### src/rtl/euclid_step_ctrl.sv
// rtl/euclid_step_ctrl.sv - sequencer for the modified-Euclidean key-equation solver
//
// Loads 2T syndromes serially into the feedback register bank, then runs
// EVAL -> EXEC -> CHECK iterations. Each iteration issues one polynomial
// operation to the GF datapath and tracks deg(R) and deg(Q). The run ends
// when deg(R) < T (success) or after MAX_STEP iterations (failure).
//
// Ports:
//   clk          rising-edge clock
//   reset        asynchronous active-high reset
//   start        begin a new codeword (sampled only in IDLE)
//   lead_r_zero  datapath flag: leading coefficient of R is zero (sampled in EVAL)
//   reg_hold     feedback mux select: 1 = hold, 0 = load/update
//   load_idx     syndrome index being loaded during LOAD
//   op           datapath op: 00 NOP, 01 REDUCE, 10 SWAP_REDUCE, 11 SHIFT
//   busy         high in every state except IDLE
//   deg_r        current degree of R
//   deg_q        current degree of Q
//   step_cnt     iterations completed
//   done         one-cycle pulse when the run ends
//   fail         run outcome, valid with done, stable until next start
module euclid_step_ctrl #(
  parameter int T        = 8,
  parameter int MAX_STEP = 2 * T,
  parameter int DW       = $clog2(2 * T + 1)
) (
  input  logic                    clk,
  input  logic                    reset,
  input  logic                    start,
  input  logic                    lead_r_zero,
  output logic                    reg_hold,
  output logic [$clog2(2*T)-1:0]  load_idx,
  output logic [1:0]              op,
  output logic                    busy,
  output logic [DW-1:0]           deg_r,
  output logic [DW-1:0]           deg_q,
  output logic [DW-1:0]           step_cnt,
  output logic                    done,
  output logic                    fail
);

  localparam int LW = $clog2(2 * T);

  localparam logic [1:0] OP_NOP    = 2'b00;
  localparam logic [1:0] OP_REDUCE = 2'b01;
  localparam logic [1:0] OP_SWAP   = 2'b10;
  localparam logic [1:0] OP_SHIFT  = 2'b11;

  localparam logic [LW-1:0] LOAD_FIRST = '0;
  localparam logic [LW-1:0] LOAD_LAST  = LW'(2 * T - 1);
  localparam logic [LW-1:0] LOAD_ONE   = LW'(1);

  localparam logic [DW-1:0] DEG_R_INIT = DW'(2 * T - 1);
  localparam logic [DW-1:0] DEG_Q_INIT = DW'(2 * T);
  localparam logic [DW-1:0] DEG_T      = DW'(T);
  localparam logic [DW-1:0] STEP_LIMIT = DW'(MAX_STEP);
  localparam logic [DW-1:0] DW_ONE     = DW'(1);

  typedef enum logic [2:0] {
    S_IDLE,
    S_LOAD,
    S_EVAL,
    S_EXEC,
    S_CHECK,
    S_DONE
  } state_t;

  state_t state;

  // All outputs are registered: each transition sets the output values
  // that belong to the state being entered.
  always_ff @(posedge clk or posedge reset) begin
    if (reset) begin
      state    <= S_IDLE;
      reg_hold <= 1'b1;
      load_idx <= LOAD_FIRST;
      op       <= OP_NOP;
      busy     <= 1'b0;
      deg_r    <= DEG_R_INIT;
      deg_q    <= DEG_Q_INIT;
      step_cnt <= '0;
      done     <= 1'b0;
      fail     <= 1'b0;
    end else begin
      done <= 1'b0;
      case (state)
        S_IDLE: begin
          reg_hold <= 1'b1;
          op       <= OP_NOP;
          busy     <= 1'b0;
          if (start) begin
            state    <= S_LOAD;
            reg_hold <= 1'b0;
            busy     <= 1'b1;
            load_idx <= LOAD_FIRST;
            deg_r    <= DEG_R_INIT;
            deg_q    <= DEG_Q_INIT;
            step_cnt <= '0;
            fail     <= 1'b0;
          end
        end

        S_LOAD: begin
          if (load_idx == LOAD_LAST) begin
            state    <= S_EVAL;
            reg_hold <= 1'b1;
            load_idx <= LOAD_FIRST;
          end else begin
            load_idx <= load_idx + LOAD_ONE;
          end
        end

        // The op register doubles as the registered decision consumed in EXEC.
        S_EVAL: begin
          state    <= S_EXEC;
          reg_hold <= 1'b0;
          if (lead_r_zero) begin
            op <= OP_SHIFT;
          end else if (deg_r < deg_q) begin
            op <= OP_SWAP;
          end else begin
            op <= OP_REDUCE;
          end
        end

        // deg_r cannot underflow: the run stops once it reaches T-1.
        S_EXEC: begin
          state    <= S_CHECK;
          reg_hold <= 1'b1;
          op       <= OP_NOP;
          step_cnt <= step_cnt + DW_ONE;
          if (op == OP_SWAP) begin
            deg_r <= deg_q - DW_ONE;
            deg_q <= deg_r;
          end else begin
            deg_r <= deg_r - DW_ONE;
          end
        end

        // Degree success wins over the step limit when both hold.
        S_CHECK: begin
          if (deg_r < DEG_T) begin
            state <= S_DONE;
            done  <= 1'b1;
            fail  <= 1'b0;
          end else if (step_cnt == STEP_LIMIT) begin
            state <= S_DONE;
            done  <= 1'b1;
            fail  <= 1'b1;
          end else begin
            state <= S_EVAL;
          end
        end

        S_DONE: begin
          state <= S_IDLE;
          busy  <= 1'b0;
        end

        default: begin
          state    <= S_IDLE;
          reg_hold <= 1'b1;
          op       <= OP_NOP;
          busy     <= 1'b0;
        end
      endcase
    end
  end

endmodule
### config.mk
export PLATFORM = sky130hd
export DESIGN_NAME = euclid_step_ctrl
export DESIGN_NICKNAME = d
export VERILOG_FILES = /design/src/rtl/euclid_step_ctrl.sv
export SDC_FILE = /design/constraint.sdc
export NUM_CORES = 1
export LEC_CHECK = 0
export ABC_AREA = 1
export CAP_MARGIN = 20
export CELL_PAD_IN_SITES_DETAIL_PLACEMENT = 1
export CELL_PAD_IN_SITES_GLOBAL_PLACEMENT = 1
export CORE_ASPECT_RATIO = 1.75
export CORE_UTILIZATION = 41
export CTS_CLUSTER_DIAMETER = 150
export DETAILED_ROUTE_END_ITERATION = 7
export PLACE_DENSITY = 0.93
export SYNTH_ARGS = -nofsm -noshare
export SYNTH_HDL_FRONTEND = slang
export SYNTH_SLANG_ARGS = --single-unit
### constraint.sdc
create_clock -name clk -period 4 [get_ports clk]
set_clock_uncertainty 0.05 [all_clocks]
set_input_delay 1 -clock clk [delete_from_list [all_inputs] [get_ports clk]]
set_output_delay 1 -clock clk [all_outputs]
set_load 0.01 [all_outputs]
==> results.md <==
| Metric | This run |
| --- | --- |
| Post-route setup slack | 1516 ps |
| Area of the core | 3628 um^2 |
| Mean instance size in the synthesized netlist | 8.058 um^2 |
| Fill cell instance count of the final layout | 448 |
| Hold_buf cts | 0 |
| CTS Buf Count | 3 |
| Synthesis-to-finish area growth | 25.18% |
| Post-synthesis sequential area ratio | 45.53% |
| Power, Total | 1460 uW |
| Number of antenna violations at the first check in global routing | 0 |
| Netlist area before placement | 1555 um^2 |
| Die outline area | 4053 um^2 |
| Maximum number of pins on one net before global-route repair | 29 |
| Peak clock frequency supported by timing | 0.4027 GHz |
| IO Port Bufs | 28 |
| Buffer cell driving the clock tree root | clkbuf_8 |
| Arrival time worst endpoint | 1430 ps |
| Max-slew violation total from the final report | 0 |
| Slew HR | 41.93% |
| Number of nets still failing antenna checks after routing | 0 |
| Vias per inst | 5.348 |
| Nets | 237 |
| Average routed wire per standard cell | 14.78 um |
| Top_reg_cell synth | dfrtp_1 |
| Die width | 48.56 um |
| Total global routing overflow | 0 |
| Top-level port count | 29 |
| CP max stage delay | 600 ps |
| Depth of the worst hold-timing path | 2 |
| Outcome | finished clean |
| Standard cell with the maximum stage delay on the critical path | clkdlybuf4s50_1 |
| CP required | 2950 ps |
| Aggregate negative setup slack | 0 ps |
| Kind of critical path | reg -> out |
| Number of cells traversed by the worst register-to-register path | 7 |
| H-tree depth | 1 |
| Post-CTS Setup Repair Bufs | 0 |
| Post-placement setup slack | 1609 ps |
| Syn_nets | 205 |
| Clock tree from TritonCTS | built |
| Syn Inst Count | 193 |
| Final number of setup-violating endpoints | 0 |
| Initial core utilization | 42.86% |
| Share of flip-flops with an asynchronous set or reset after synthesis | 100.0% |
| Wire length of the first global-routing pass | 6.879 mm |
| First-iteration detailed-routing DRC count | 9 |
| Worst setup EP type | primary output |
| DP Cell Count | 265 |
| Placed Instance Area | 1877 um^2 |
| Max IR drop VDD | 0.0004397 V |
| Yosys Warn Count | 0 |
| Startpoint kind of the worst setup timing path | flop |
| Skew-Pair Late Insertion Delay | 280 ps |
| Number of flops mapped to enable cells by yosys | 0 |
| Row count | 29 |
| Vertical die dimension | 83.48 um |
| Max-cap viol count | 0 |
| Final HPWL from detailed placement | 3.095 mm |
| Total DRC errors in the routed layout | 0 |
| Hold endpoint | reg_hold |
| Non-Filler Instances | 270 |
| Power per standard cell area | 749.8 nW/um^2 |
| Drt first pass iters | 4 |
| Number of buffers and inverters on the critical path | 1 |
| Leakage power | 0.0009652 uW |
| Gr usage total | 21.90% |
| Slew at the pin closest to its max-slew limit | 866.3 ps |
| Number of antenna cells inserted | 0 |
| RSZ-0062 raised after global routing | false |
| Worst hold path startpoint | reg_hold |
| Number of global-route vias before repair | 1445 |
| Crit path max fanout | 9 |
| Wirelength, routed | 3.991 mm |
| Number of clock sinks | 28 |
| Vias | 1444 |
| Setup slack, reg-to-reg | 1850 ps |
| Minimum clock period after layout | 2484 ps |
| Final Hold Viols | 0 |
| Count of instances resized after the clock tree is built | 0 |
| Number of register bits inferred by synthesis | 28 |
| Clock transition at the registers of the reported paths | 90 ps |
| Final Cell Area | 1947 um^2 |
| Share of post-route cells with drive strength above 1 | 9.375% |
| Reg2reg end | step_cnt[3] |
| Share of the clock period used by the worst path after layout | 62.09% |
| Final weighted congestion in routability-driven placement | 0.7718 |
| Min-Delay Path Class | reg -> reg |
| Distinct cells, synth | 28 |
| Number of buffers between clock root and the deepest sink | 2 |
| Start of the worst register-to-register path | state[1] |
| Cells along the critical path | clkdlybuf4s50_1 |
| Gate family responsible for the most delay along the worst path | buffers and inverters |
placed cells by master (no fill, tap or decap), types with 3 or more instances in the layout:
cell type | netlist | final
ha_1 | 8 | 8
dfstp_2 | 6 | 6
o21ai_0 | 13 | 13
clkdlybuf4s50_1 | 0 | 28
clkbuf_8 | 0 | 4
inv_2 | 3 | 3
a21oi_1 | 8 | 8
dfrtp_1 | 22 | 22
inv_1 | 30 | 30
nor2_1 | 9 | 9
o22ai_1 | 5 | 5
nand3_1 | 22 | 22
nand2_1 | 45 | 45
per-layer routing:
| layer | wire, um | up-vias | global-route usage [%] |
|---|---|---|---|
| met3 | 64 | 10 | 1.821 |
| met4 | 114 | 0 | 9.626 |
| li1 | - | 696 | - |
| met1 | 1516 | 710 | 25.68 |
| met5 | 0 | - | 0 |
| met2 | 2297 | 28 | 39.82 |
metrics by stage:
step                utilization (%)  hold slack [ps]
finish                        53.66            445.8
global route                  53.66            492.2
CTS                           53.24            453.1
detailed placement            51.72            439.8
global placement              51.72            432.7
floorplan                         -            442.0
worst max-delay path by stage:
stage	startpoint	end	slack, ps	cells after the start
3_3_place_gp	reset	load_idx[0]	1650	2
5_1_grt	op[1]	op[1]	1460	1
6_report	op[1]	op[1]	1520	1
3_5_place_dp	reset	op[0]	1610	2
4_1_cts	op[1]	op[1]	1510	1
2_1_floorplan	reset	busy	2380	1
synth_stat cells, types with 2 or more instances:
master | number | area share [%]
a22oi_1 | 2 | 0.97
nor2_1 | 9 | 2.2
ha_1 | 8 | 6.4
o21ai_0 | 13 | 4.2
dfrtp_1 | 22 | 35
o22ai_1 | 5 | 2.0
nand2_2 | 2 | 0.80
o21ai_1 | 2 | 0.64
inv_2 | 3 | 0.72
inv_1 | 30 | 7.2
nand2_1 | 45 | 11
nand3_1 | 22 | 7.1
nand4_1 | 2 | 0.80
nand2_4 | 2 | 1.4
dfstp_2 | 6 | 10
a21oi_1 | 8 | 2.6
cell type report:
class                      instances  area, um^2  share of cell area, %
timing repair buffer              29       295.3                  15.17
clock buffer                       4       55.05                  2.828
tap                               46       57.56                  2.956
sequential                        28       708.2                  36.38
multi-input combinational        130       706.9                  36.31
inverter                          33       123.9                  6.362
state kept, by name, summed over array words and instances, names as in the netlist:
| register | cells |
|---|---|
| busy | 1 |
| deg_q | 5 |
| deg_r | 5 |
| done | 1 |
| fail | 1 |
| load_idx | 4 |
| op | 2 |
| reg_hold | 1 |
| state | 3 |
| step_cnt | 5 |
power breakdown:
| part | total [uW] | leakage, uW | switching, uW | internal [uW] |
|---|---|---|---|---|
| combinational | 774 | 0.000581 | 449 | 324 |
| sequential | 509 | 0.000355 | 107 | 402 |
| clock | 177 | 0.0000288 | 89.2 | 88.1 |
kinds of logic (layout without fill, tap and decap cells):
group / after synthesis / in the layout / synth area share, %
compound gates: 33 / 33 / 11.75
buf+inv: 35 / 66 / 9.010
fa+ha+maj: 8 / 8 / 6.436
simple gates: 87 / 87 / 26.15
xor+xnor: 2 / 2 / 1.127
flops: 28 / 28 / 45.54
Power figures use the tool's default switching activity.
==> variant (same settings) <==
Set the localparam `LOAD_FIRST` to 1 (it was '0).
--- a/src/rtl/euclid_step_ctrl.sv
+++ b/src/rtl/euclid_step_ctrl.sv
@@ -47,5 +47,5 @@
   localparam logic [1:0] OP_SHIFT  = 2'b11;
 
-  localparam logic [LW-1:0] LOAD_FIRST = '0;
+  localparam logic [LW-1:0] LOAD_FIRST = 1;
   localparam logic [LW-1:0] LOAD_LAST  = LW'(2 * T - 1);
   localparam logic [LW-1:0] LOAD_ONE   = LW'(1);
Function: changed (a bounded check fails within 4 cycles, from zero or initial values and one cycle with reset high).
==> variant against the original RTL <==
Power grew 9.1%; wire length is 8.9% higher; setup slack got worse by 0.0064 ns; largest power group unchanged; sequential share of layout area decreased by 0.35 points; synthesized area increased by 0.64%; final area grew 1.2%; final cell count is 0.74% higher; sequential cell count is the same.
==> variant: results (changes against the original RTL) <==
metric;value;unit;change
HPWL Detailed;3.244;mm;was 3.095 mm
Total Routing Usage GR;23.03;%;was 21.90%
Post-synth top cells;44 x nand2_1, 33 x inv_1, 21 x dfrtp_1, 21 x nand3_1, 14 x o21ai_0;;was 45 x nand2_1, 30 x inv_1, 22 x dfrtp_1, 22 x nand3_1, 13 x o21ai_0
r2r endpoint;step_cnt[3]$_DFFE_PP0P_;;unchanged
Slew HR;48.13;%;was 41.93%
dpl cells;267;;was 265
status;completed;;unchanged
clk_lat worst skew;0.28;ns;about the same
maximum vdd drop;454.5;uV;was 439.7 uV
gp weighted congestion;0.7629;;was 0.7718
WL final;4.348;mm;was 3.991 mm
root buf cell;clkbuf_8;;unchanged
clock-pin slew on the worst setup and hold paths;0.10;ns;
crit path DAT;1.44;ns;
reg2reg path depth;7;;unchanged
register area share after synthesis;45.32;%;was 45.53%
Leak;0.9811;nW;was 0.9652 nW
dominant cells by area after synthesis;dfrtp_1 34%, dfstp_2 12%, nand2_1 11%;;was dfrtp_1 35%, nand2_1 11%, dfstp_2 10%
Nets;239;;was 237
Worst path slowest cell;clkdlybuf4s50_1;;unchanged
initial antenna violation count;0;;unchanged
Resize count post-CTS;0;;unchanged
CP peak stage delay;0.60;ns;about the same
Hold WC Path Type;reg -> reg;;unchanged
layout cells sized above 1;10.18;%;was 9.375%
Worst Hold Path EP;reg_hold$_DFFE_PP1P_;;unchanged
worst hold start;reg_hold$_DFFE_PP1P_;;unchanged
Initial DRC Count;40;;was 9
Top Family by Delay on Critical Path;buffers and inverters;;unchanged
Largest regs;deg_q x5, deg_r x5, step_cnt x5;;unchanged
first-pass GRT wire length;7.210;mm;was 6.879 mm
vias in the first global route;1550;;was 1445
average wire per standard cell;15.99;um;was 14.78 um
post-synth net total;207;;was 205
postcts setup bufs;0;;unchanged
Synth Area per Inst;8.027;um2;was 8.058 um2
flop-to-flop setup slack;1.88;ns;was 1.85 ns
drt via density;5.375;;was 5.348
Ys Warns;0;;unchanged
EDFF count, synth;0;;unchanged
-- variant: cell types whose count changed in the layout (fill, tap and decap cells not counted), sizes merged --
cell / delta
inv: +2
nand4: -2
o21ai: +2
dfrtp: -1
dfstp: +1
nand3: -1
nor2: +1
o21bai: +1
xnor2: -1
-- variant: layout make-up --
class	count	area, um2
Multi-Input combinational cell	130	708.2
Timing Repair Buffer	29	307.8
Clock buffer	4	55.05
Fill cell	447	1659
Inverter	35	131.4
Tap cell	46	57.56
Sequential cell	28	709.4
-- variant: cell families after synthesis --
| kind of cell | Yosys count | share of synthesized area [%] |
|---|---|---|
| compound gates | 36 | 13.03 |
| flops | 28 | 45.32 |
| fa+ha+maj | 8 | 6.395 |
| simple gates | 85 | 25.26 |
| xor+xnor | 1 | 0.5597 |
| buf+inv | 37 | 9.432 |
-- variant: how the worst max path moves through the flow --
stage	cells after the start	startpoint	slack, ns	endpoint
2_1_floorplan	1	reset	2.38	busy$_DFFE_PP0N_
3_3_place_gp	2	reset	1.68	op[1]$_DFFE_PP0N_
3_5_place_dp	2	reset	1.64	op[1]$_DFFE_PP0N_
4_1_cts	1	op[1]$_DFFE_PP0N_	1.50	op[1]
5_1_grt	1	op[1]$_DFFE_PP0N_	1.46	op[1]
6_report	1	op[1]$_DFFE_PP0N_	1.51	op[1]
-- variant: stage by stage --
stage / instance area [um2] / setup WS [ns] / utilization (%) / power, W / hold WS (ns)
finish: 1969 / 1.510 / 54.28 / 0.001592 / 0.4437
global route: 1969 / 1.461 / 54.28 / 0.001723 / 0.4739
CTS: 1942 / 1.498 / 53.52 / 0.001599 / 0.4467
detailed placement: 1887 / 1.637 / 52.00 / 0.001409 / 0.4294
global placement: 1887 / 1.683 / 52.00 / 0.001360 / 0.4300
floorplan: 1565 / 2.384 / - / 0.001056 / 0.4257
-- variant: tightest hold or removal path, cell delays in order (launching register included) --
cell and delay, ns:
dfstp_2 0.38, inv_1 0.05, a22oi_1 0.06
-- variant: layer usage --
metal  global-route usage, %  part of all wire, %  vias up
met3                   1.275                  2.5       14
met5                       0                    0        -
li1                        -                    -      694
met4                   13.64                  4.0        0
met2                   43.56                   56       37
met1                   24.03                   37      717
-- variant: report_power, final --
part | switching (W) | internal (W) | leakage (nW)
logic | 0.000515 | 0.000367 | 0.598
registers | 0.000114 | 0.000417 | 0.354
clock network | 0.0000907 | 0.0000884 | 0.0288
